`src/rtl/i2s_tx_serializer_if.sv`:
```
// i2s_tx_serializer_if: sample-pair valid/ready handshake into the I2S transmitter.
interface i2s_tx_serializer_if #(
    parameter int DATA_W = 32
);
    logic [DATA_W-1:0] sample_left;
    logic [DATA_W-1:0] sample_right;
    logic [1:0]        sample_size;
    logic              sample_valid;
    logic              sample_ready;
    modport master(output sample_left, sample_right, sample_size, sample_valid, input sample_ready);
    modport slave(input sample_left, sample_right, sample_size, sample_valid, output sample_ready);
endinterface

```
`src/rtl/i2s_tx_serializer.sv`:
```
// i2s_tx_serializer: Philips I2S transmitter with one-entry holding register and underrun reporting.
module i2s_tx_serializer #(
    parameter int DATA_W     = 32,
    parameter int FRAME_SLOT = 32,
    parameter int CLK_DIV    = 4
) (
    input  logic                       clk,
    input  logic                       rst,
    i2s_tx_serializer_if.slave         s_if,
    input  logic                       enable_i,
    output logic                       sclk_o,
    output logic                       ws_o,
    output logic                       sd_o,
    output logic                       busy_o,
    output logic                       underrun_o
);
    localparam int PW   = $clog2(2 * FRAME_SLOT);
    localparam int DW   = CLK_DIV > 1 ? $clog2(CLK_DIV) : 1;
    localparam int MAXB = DATA_W < FRAME_SLOT ? DATA_W : FRAME_SLOT;
    localparam logic [PW-1:0] PLAST = PW'(2 * FRAME_SLOT - 1);
    localparam logic [DW-1:0] DLAST = DW'(CLK_DIV - 1);

    typedef enum logic [1:0] {IDLE, LOAD, RUN} state_t;

    state_t            state_q;
    logic [DATA_W-1:0] hold_l_q, hold_r_q, left_q, right_q, ld_l, ld_r;
    logic [5:0]        hold_sz_q, size_q, ld_sz, req, size_in;
    logic [PW-1:0]     p_q, p_d;
    logic [DW-1:0]     div_q;
    logic              hold_full_q, hold_full_d, ready_q;
    logic              sclk_q, ws_q, sd_q, busy_q, underrun_q;
    logic              accept, fall, wrap, load, sd_d, ws_d;

    function automatic logic bit_at(input logic [PW-1:0] p, input logic [DATA_W-1:0] l,
                                    input logic [DATA_W-1:0] r, input logic [5:0] sz);
        int                o;
        logic [DATA_W-1:0] ch;
        o  = (p >= PW'(FRAME_SLOT)) ? int'(p) - FRAME_SLOT : int'(p);
        ch = (p >= PW'(FRAME_SLOT)) ? r : l;
        ch = ch >> (int'(sz) - 1 - o);
        return (o < int'(sz)) && ch[0];
    endfunction

    // Shift data seen by sd_d is the freshly loaded frame on a load cycle, else the current one.
    always_comb begin
        accept      = s_if.sample_valid && ready_q;
        fall        = state_q == RUN && sclk_q && div_q == DLAST;
        wrap        = fall && p_q == PLAST;
        load        = state_q == LOAD || (wrap && enable_i);
        hold_full_d = accept || (hold_full_q && !load);
        req         = {1'b0, s_if.sample_size, 3'b000} + 6'd8;
        size_in     = req > 6'(MAXB) ? 6'(MAXB) : req;
        ld_l        = !load ? left_q : hold_full_q ? hold_l_q : '0;
        ld_r        = !load ? right_q : hold_full_q ? hold_r_q : '0;
        ld_sz       = load && hold_full_q ? hold_sz_q : size_q;
        p_d         = (state_q == LOAD || wrap) ? '0 : p_q + 1'b1;
        sd_d        = bit_at(p_d, ld_l, ld_r, ld_sz);
        ws_d        = p_d >= PW'(FRAME_SLOT - 1) && p_d <= PW'(2 * FRAME_SLOT - 2);
    end

    always_ff @(posedge clk) begin
        if (rst) begin
            state_q     <= IDLE;
            hold_l_q    <= '0;
            hold_r_q    <= '0;
            hold_sz_q   <= '0;
            left_q      <= '0;
            right_q     <= '0;
            size_q      <= '0;
            p_q         <= '0;
            div_q       <= '0;
            hold_full_q <= 1'b0;
            ready_q     <= 1'b0;
            sclk_q      <= 1'b0;
            ws_q        <= 1'b0;
            sd_q        <= 1'b0;
            busy_q      <= 1'b0;
            underrun_q  <= 1'b0;
        end else begin
            hold_full_q <= hold_full_d;
            ready_q     <= !hold_full_d;
            underrun_q  <= load && !hold_full_q;
            if (accept) begin
                hold_l_q  <= s_if.sample_left;
                hold_r_q  <= s_if.sample_right;
                hold_sz_q <= size_in;
            end
            if (load) begin
                left_q  <= ld_l;
                right_q <= ld_r;
                size_q  <= ld_sz;
            end
            case (state_q)
                IDLE: begin
                    sclk_q <= 1'b0;
                    div_q  <= '0;
                    if (enable_i && hold_full_d) begin
                        state_q <= LOAD;
                        busy_q  <= 1'b1;
                    end
                end
                LOAD: begin
                    state_q <= RUN;
                    p_q     <= p_d;
                    sd_q    <= sd_d;
                    ws_q    <= ws_d;
                    div_q   <= '0;
                end
                RUN: begin
                    div_q <= div_q == DLAST ? '0 : div_q + 1'b1;
                    if (div_q == DLAST) sclk_q <= !sclk_q;
                    if (wrap && !enable_i) begin
                        state_q <= IDLE;
                        busy_q  <= 1'b0;
                        sclk_q  <= 1'b0;
                        ws_q    <= 1'b0;
                        sd_q    <= 1'b0;
                        p_q     <= '0;
                    end else if (fall) begin
                        p_q  <= p_d;
                        sd_q <= sd_d;
                        ws_q <= ws_d;
                    end
                end
                default: begin
                    state_q <= IDLE;
                    busy_q  <= 1'b0;
                    sclk_q  <= 1'b0;
                    ws_q    <= 1'b0;
                    sd_q    <= 1'b0;
                end
            endcase
        end
    end

    assign s_if.sample_ready = ready_q;
    assign sclk_o            = sclk_q;
    assign ws_o              = ws_q;
    assign sd_o              = sd_q;
    assign busy_o            = busy_q;
    assign underrun_o        = underrun_q;
endmodule

```
`src/flat_wrapper.sv`:
```
// flat-port wrapper written by rule: the top's interface ports become plain ports
module i2s_tx_serializer_flat 
#(
    parameter int DATA_W     = 32,
    parameter int FRAME_SLOT = 32,
    parameter int CLK_DIV    = 4
)
  (clk, rst, enable_i, sclk_o, ws_o, sd_o, busy_o, underrun_o, s_if_sample_left, s_if_sample_right, s_if_sample_size, s_if_sample_valid, s_if_sample_ready);
  i2s_tx_serializer_if #(.DATA_W(DATA_W)) s_if_i ();
  input  logic clk;
  input  logic rst;
  input  logic enable_i;
  output logic sclk_o;
  output logic ws_o;
  output logic sd_o;
  output logic busy_o;
  output logic underrun_o;
  input wire logic [$bits(s_if_i.sample_left)-1:0] s_if_sample_left;
  input wire logic [$bits(s_if_i.sample_right)-1:0] s_if_sample_right;
  input wire logic [$bits(s_if_i.sample_size)-1:0] s_if_sample_size;
  input wire logic [$bits(s_if_i.sample_valid)-1:0] s_if_sample_valid;
  output wire logic [$bits(s_if_i.sample_ready)-1:0] s_if_sample_ready;
  assign s_if_i.sample_left = s_if_sample_left;
  assign s_if_i.sample_right = s_if_sample_right;
  assign s_if_i.sample_size = s_if_sample_size;
  assign s_if_i.sample_valid = s_if_sample_valid;
  assign s_if_sample_ready = s_if_i.sample_ready;
  i2s_tx_serializer #(.DATA_W(DATA_W), .FRAME_SLOT(FRAME_SLOT), .CLK_DIV(CLK_DIV)) u_core (.clk(clk), .rst(rst), .s_if(s_if_i), .enable_i(enable_i), .sclk_o(sclk_o), .ws_o(ws_o), .sd_o(sd_o), .busy_o(busy_o), .underrun_o(underrun_o));
endmodule
```
`config.mk`:
```
export PLATFORM = sky130hd
export DESIGN_NAME = i2s_tx_serializer_flat
export DESIGN_NICKNAME = d
export VERILOG_FILES = /design/src/rtl/i2s_tx_serializer_if.sv /design/src/rtl/i2s_tx_serializer.sv /design/src/flat_wrapper.sv
export SDC_FILE = /design/constraint.sdc
export NUM_CORES = 1
export LEC_CHECK = 0
export CORE_MARGIN = 5
export CORE_UTILIZATION = 61
export CTS_CLUSTER_DIAMETER = 30
export DETAILED_ROUTE_END_ITERATION = 8
export PLACE_DENSITY = 0.85
export SLEW_MARGIN = 20
export SYNTH_ARGS = -nofsm -noshare
export SYNTH_HDL_FRONTEND = slang
export SYNTH_SLANG_ARGS = --single-unit
export TNS_END_PERCENT = 30
```
`constraint.sdc`:
```
create_clock -name clk -period 9.8 [get_ports clk]
set_clock_uncertainty 0.05 [all_clocks]
set_input_delay 1.96 -clock clk [delete_from_list [all_inputs] [get_ports clk]]
set_output_delay 1.96 -clock clk [all_outputs]
set_load 0.01 [all_outputs]
```
==> flow_summary_export.csv <==
group,metric,value,unit
floorplanning,die_area,14410,um^2
route,initialDrtViolationCount,621,
run_status,status,"complete, no violations",
hold_path,hold_class,"flop to flop",
route,vias,6743,
clocking,hold_buffers,0,
timing,max_freq,131.9,MHz
cells_and_area,diodes,0,
synthesis,yosysTopAreaCellShare,41.73,%
synthesis,synth_warnings,0,
global_route,grt_start_max_net_pins,84,
floorplanning,io_pins,76,
floorplanning,rows,40,
timing,rsz0062_at_grt,"no",
synthesis,synthesis.nets,1035,
synthesis,seq_area_frac_synth,41.73,%
cells_and_area,mostFrequentLayoutCell,"nand2_1",
timing,setup_viol,0,
flow_run,max-cap-violations,0,
route,route.detailed.drc,0,
global_route,grt_pass1_wl,30.15,mm
synthesis,yosys.area.top_type,"dfxtp_1",
clocking,cts_tree,"done",
clocking,cts_buffer_depth,2,
cells_and_area,layout_common_cells,"nand2_1, dfxtp_1, a21oi_1, clkdlybuf4s50_1, nor2_1",
setup_path,critical-path-slowest-cell,"nor2_1",
route,wirelength,18.44,mm
timing,slew-limit-headroom,30.23,%
synthesis,synth_area_per_cell,7.919,um^2
timing,fin_crit_sh,77.36,%
floorplanning,die_h,120.1,um
timing,slew_viol_final,0,
setup_path,worstSetupPathType,"input port to flop",
setup_path,cp.arrival,7.88,ns
placed_design,portBuffers,75,
placed_design,place.gp.congestion,0.9521,
global_route,antenna_found_initial,0,
timing,hold_viol,0,
setup_path,endpoint_kind,"flop",
timing,fin_ws,2.219,ns
cells_and_area,num-nets-final,1069,
clocking,clock_latency,0.43,ns
clocking,cts_resized,0,
clocking,clkTransAtPathRegs,0.06,ns
floorplanning,die_w,120.1,um
timing,worst_pin_slew,1.043,ns
power_and_ir_drop,p_per_area,175.5,nW/um^2
clocking,htreeDepth,4,
setup_path,path_cells,"clkdlybuf4s50_1, a31oi_4, buf_4, nor2_1, mux2i_1, nand3_1, xor2_1, ha_1, o21ai_0, a21oi_1, o21a_1, o21ai_0, nand2b_1, fa_1, nor4b_1, nand3_1, nor4_1, o21ai_0, nor2_1, a41oi_1, o31ai_1",
placed_design,hpwl,11.90,mm
setup_path,critPathMaxStageDelay,0.87,ns
synthesis,synth_area,7388,um^2
global_route,grt_usage,26.01,%
synthesis,synth_enable_flop_cells,0,
route,drt-vias-per-instance,5.983,
route,postRouteAntennaNets,0,
setup_path,critPathRequiredTime,10.10,ns
clocking,cts.sinks,154,
cells_and_area,syn2layout_area_growth,18.65,%
setup_path,crit_top_cell,"o21ai_0",
synthesis,synthDistinctLibCells,61,
clocking,numCtsBuffers,17,
clocking,postCtsSetupBuffers,0,
global_route,grt_overflow,0,
synthesis,postSynthCellCount,933,
setup_path,crit_fanout,62,
route,wl_per_cell,16.36,um
timing,fin_tns_setup,0,ns
clocking,clockRootBuffer,"clkbuf_16",
placed_design,dp_slack,2.027,ns
synthesis,ys_ff_latch,154,
timing,period_needed,7.581,ns
power_and_ir_drop,power_leakage,3.122,nW
power_and_ir_drop,ir_worst_vdd,0.1432,mV
route,first_pass_iters,5,
floorplanning,core,11960,um^2
synthesis,async_flop_share,0,%
synthesis,yosys-top-cells-area,"dfxtp_1, nand2_1, a21oi_1, ha_1, nand3_1",
floorplanning,initial_core_util,61.77,%
global_route,grt_pass1_vias,6241,
synthesis,synthFlopType,"dfxtp_1",
cells_and_area,drive_gt1_share,5.714,%
setup_path,cp-start-kind,"input port",
[cell type report]
type / count / area [um^2]
multi-input combinational: 685 / 3959
sequential: 154 / 3084
tap: 147 / 183.9
inverter: 27 / 101.3
clock inverter: 9 / 158.9
fill: 890 / 3196
timing repair buffer: 82 / 800.8
clock buffer: 23 / 478.0
[synth_stat cells (12+ instances only)]
cell type	n
clkbuf_1	45
nor2_1	61
and3_1	12
o21ai_0	16
mux2i_1	18
nand3_1	51
buf_1	12
a21oi_1	145
nand2_1	210
dfxtp_1	154
inv_1	26
nor3_1	13
ha_1	23
[flip-flops by register name, summed over array words and instances (netlist names), 3 cells and up]
name and flops:
u_core.p_q 6, u_core.hold_sz_q 3, u_core.right_q 32, u_core.left_q 32, u_core.hold_l_q 32, u_core.hold_r_q 32
u_core.size_q 6
[critical path: cells and delay by family]
| kind | cells | cell delay, ns |
|---|---|---|
| simple gates | 7 | 2.04 |
| xor+xnor | 1 | 0.16 |
| mux | 1 | 0.52 |
| buf+inv | 2 | 1.05 |
| fa+ha+maj | 2 | 0.83 |
| compound gates | 8 | 1.27 |
[stage by stage]
step	power (mW)	cell area, um^2	util (%)	cells	hold WS, ns
global route	1.591	8766	73.28	1127	0.4188
floorplan	0.7791	7388	-	933	0.3784
detailed placement	0.8422	8128	67.95	1095	0.3946
finish	1.539	8766	73.28	1127	0.4020
CTS	1.544	8765	73.27	1127	0.4026
global placement	0.8401	8128	67.95	1095	0.3864
[logic make-up after synthesis]
family                     count (synthesis)  share of synthesized area [%]
and+or+nand+nor                          386                          22.76
AOI/OAI and AO/OA                        233                          19.12
DFF                                      154                          41.73
buffers and inverters                     94                          4.945
adders and majority gates                 32                          6.334
muxes                                     23                          3.810
xor gates and xnor gates                  11                          1.304
[path summary, 6_finish.rpt]
kind | start | endpoint | slack (ns) | cells past startpoint
max | enable_i | u_core.sd_o | 2.22 | 21
min | u_core.left_q[4] | u_core.left_q[4] | 0.40 | 2
min reg2reg | u_core.left_q[4] | u_core.left_q[4] | 0.40 | 2
max reg2reg | u_core.state_q[0] | u_core.sd_o | 3.33 | 23
[power breakdown]
| group | total, mW | internal [mW] | switching [mW] |
|---|---|---|---|
| Sequential | 0.656 | 0.643 | 0.0123 |
| Combinational | 0.177 | 0.0692 | 0.108 |
| Clock | 0.706 | 0.448 | 0.258 |
| Total | 1.54 | 1.16 | 0.378 |
[metal layers]
metal	wire length, um	track usage, %
met1	7769	33.93
met2	8587	40.64
met3	1592	7.776
met4	485	9.950
met5	0	0
(Power assumes the default switching activity.)
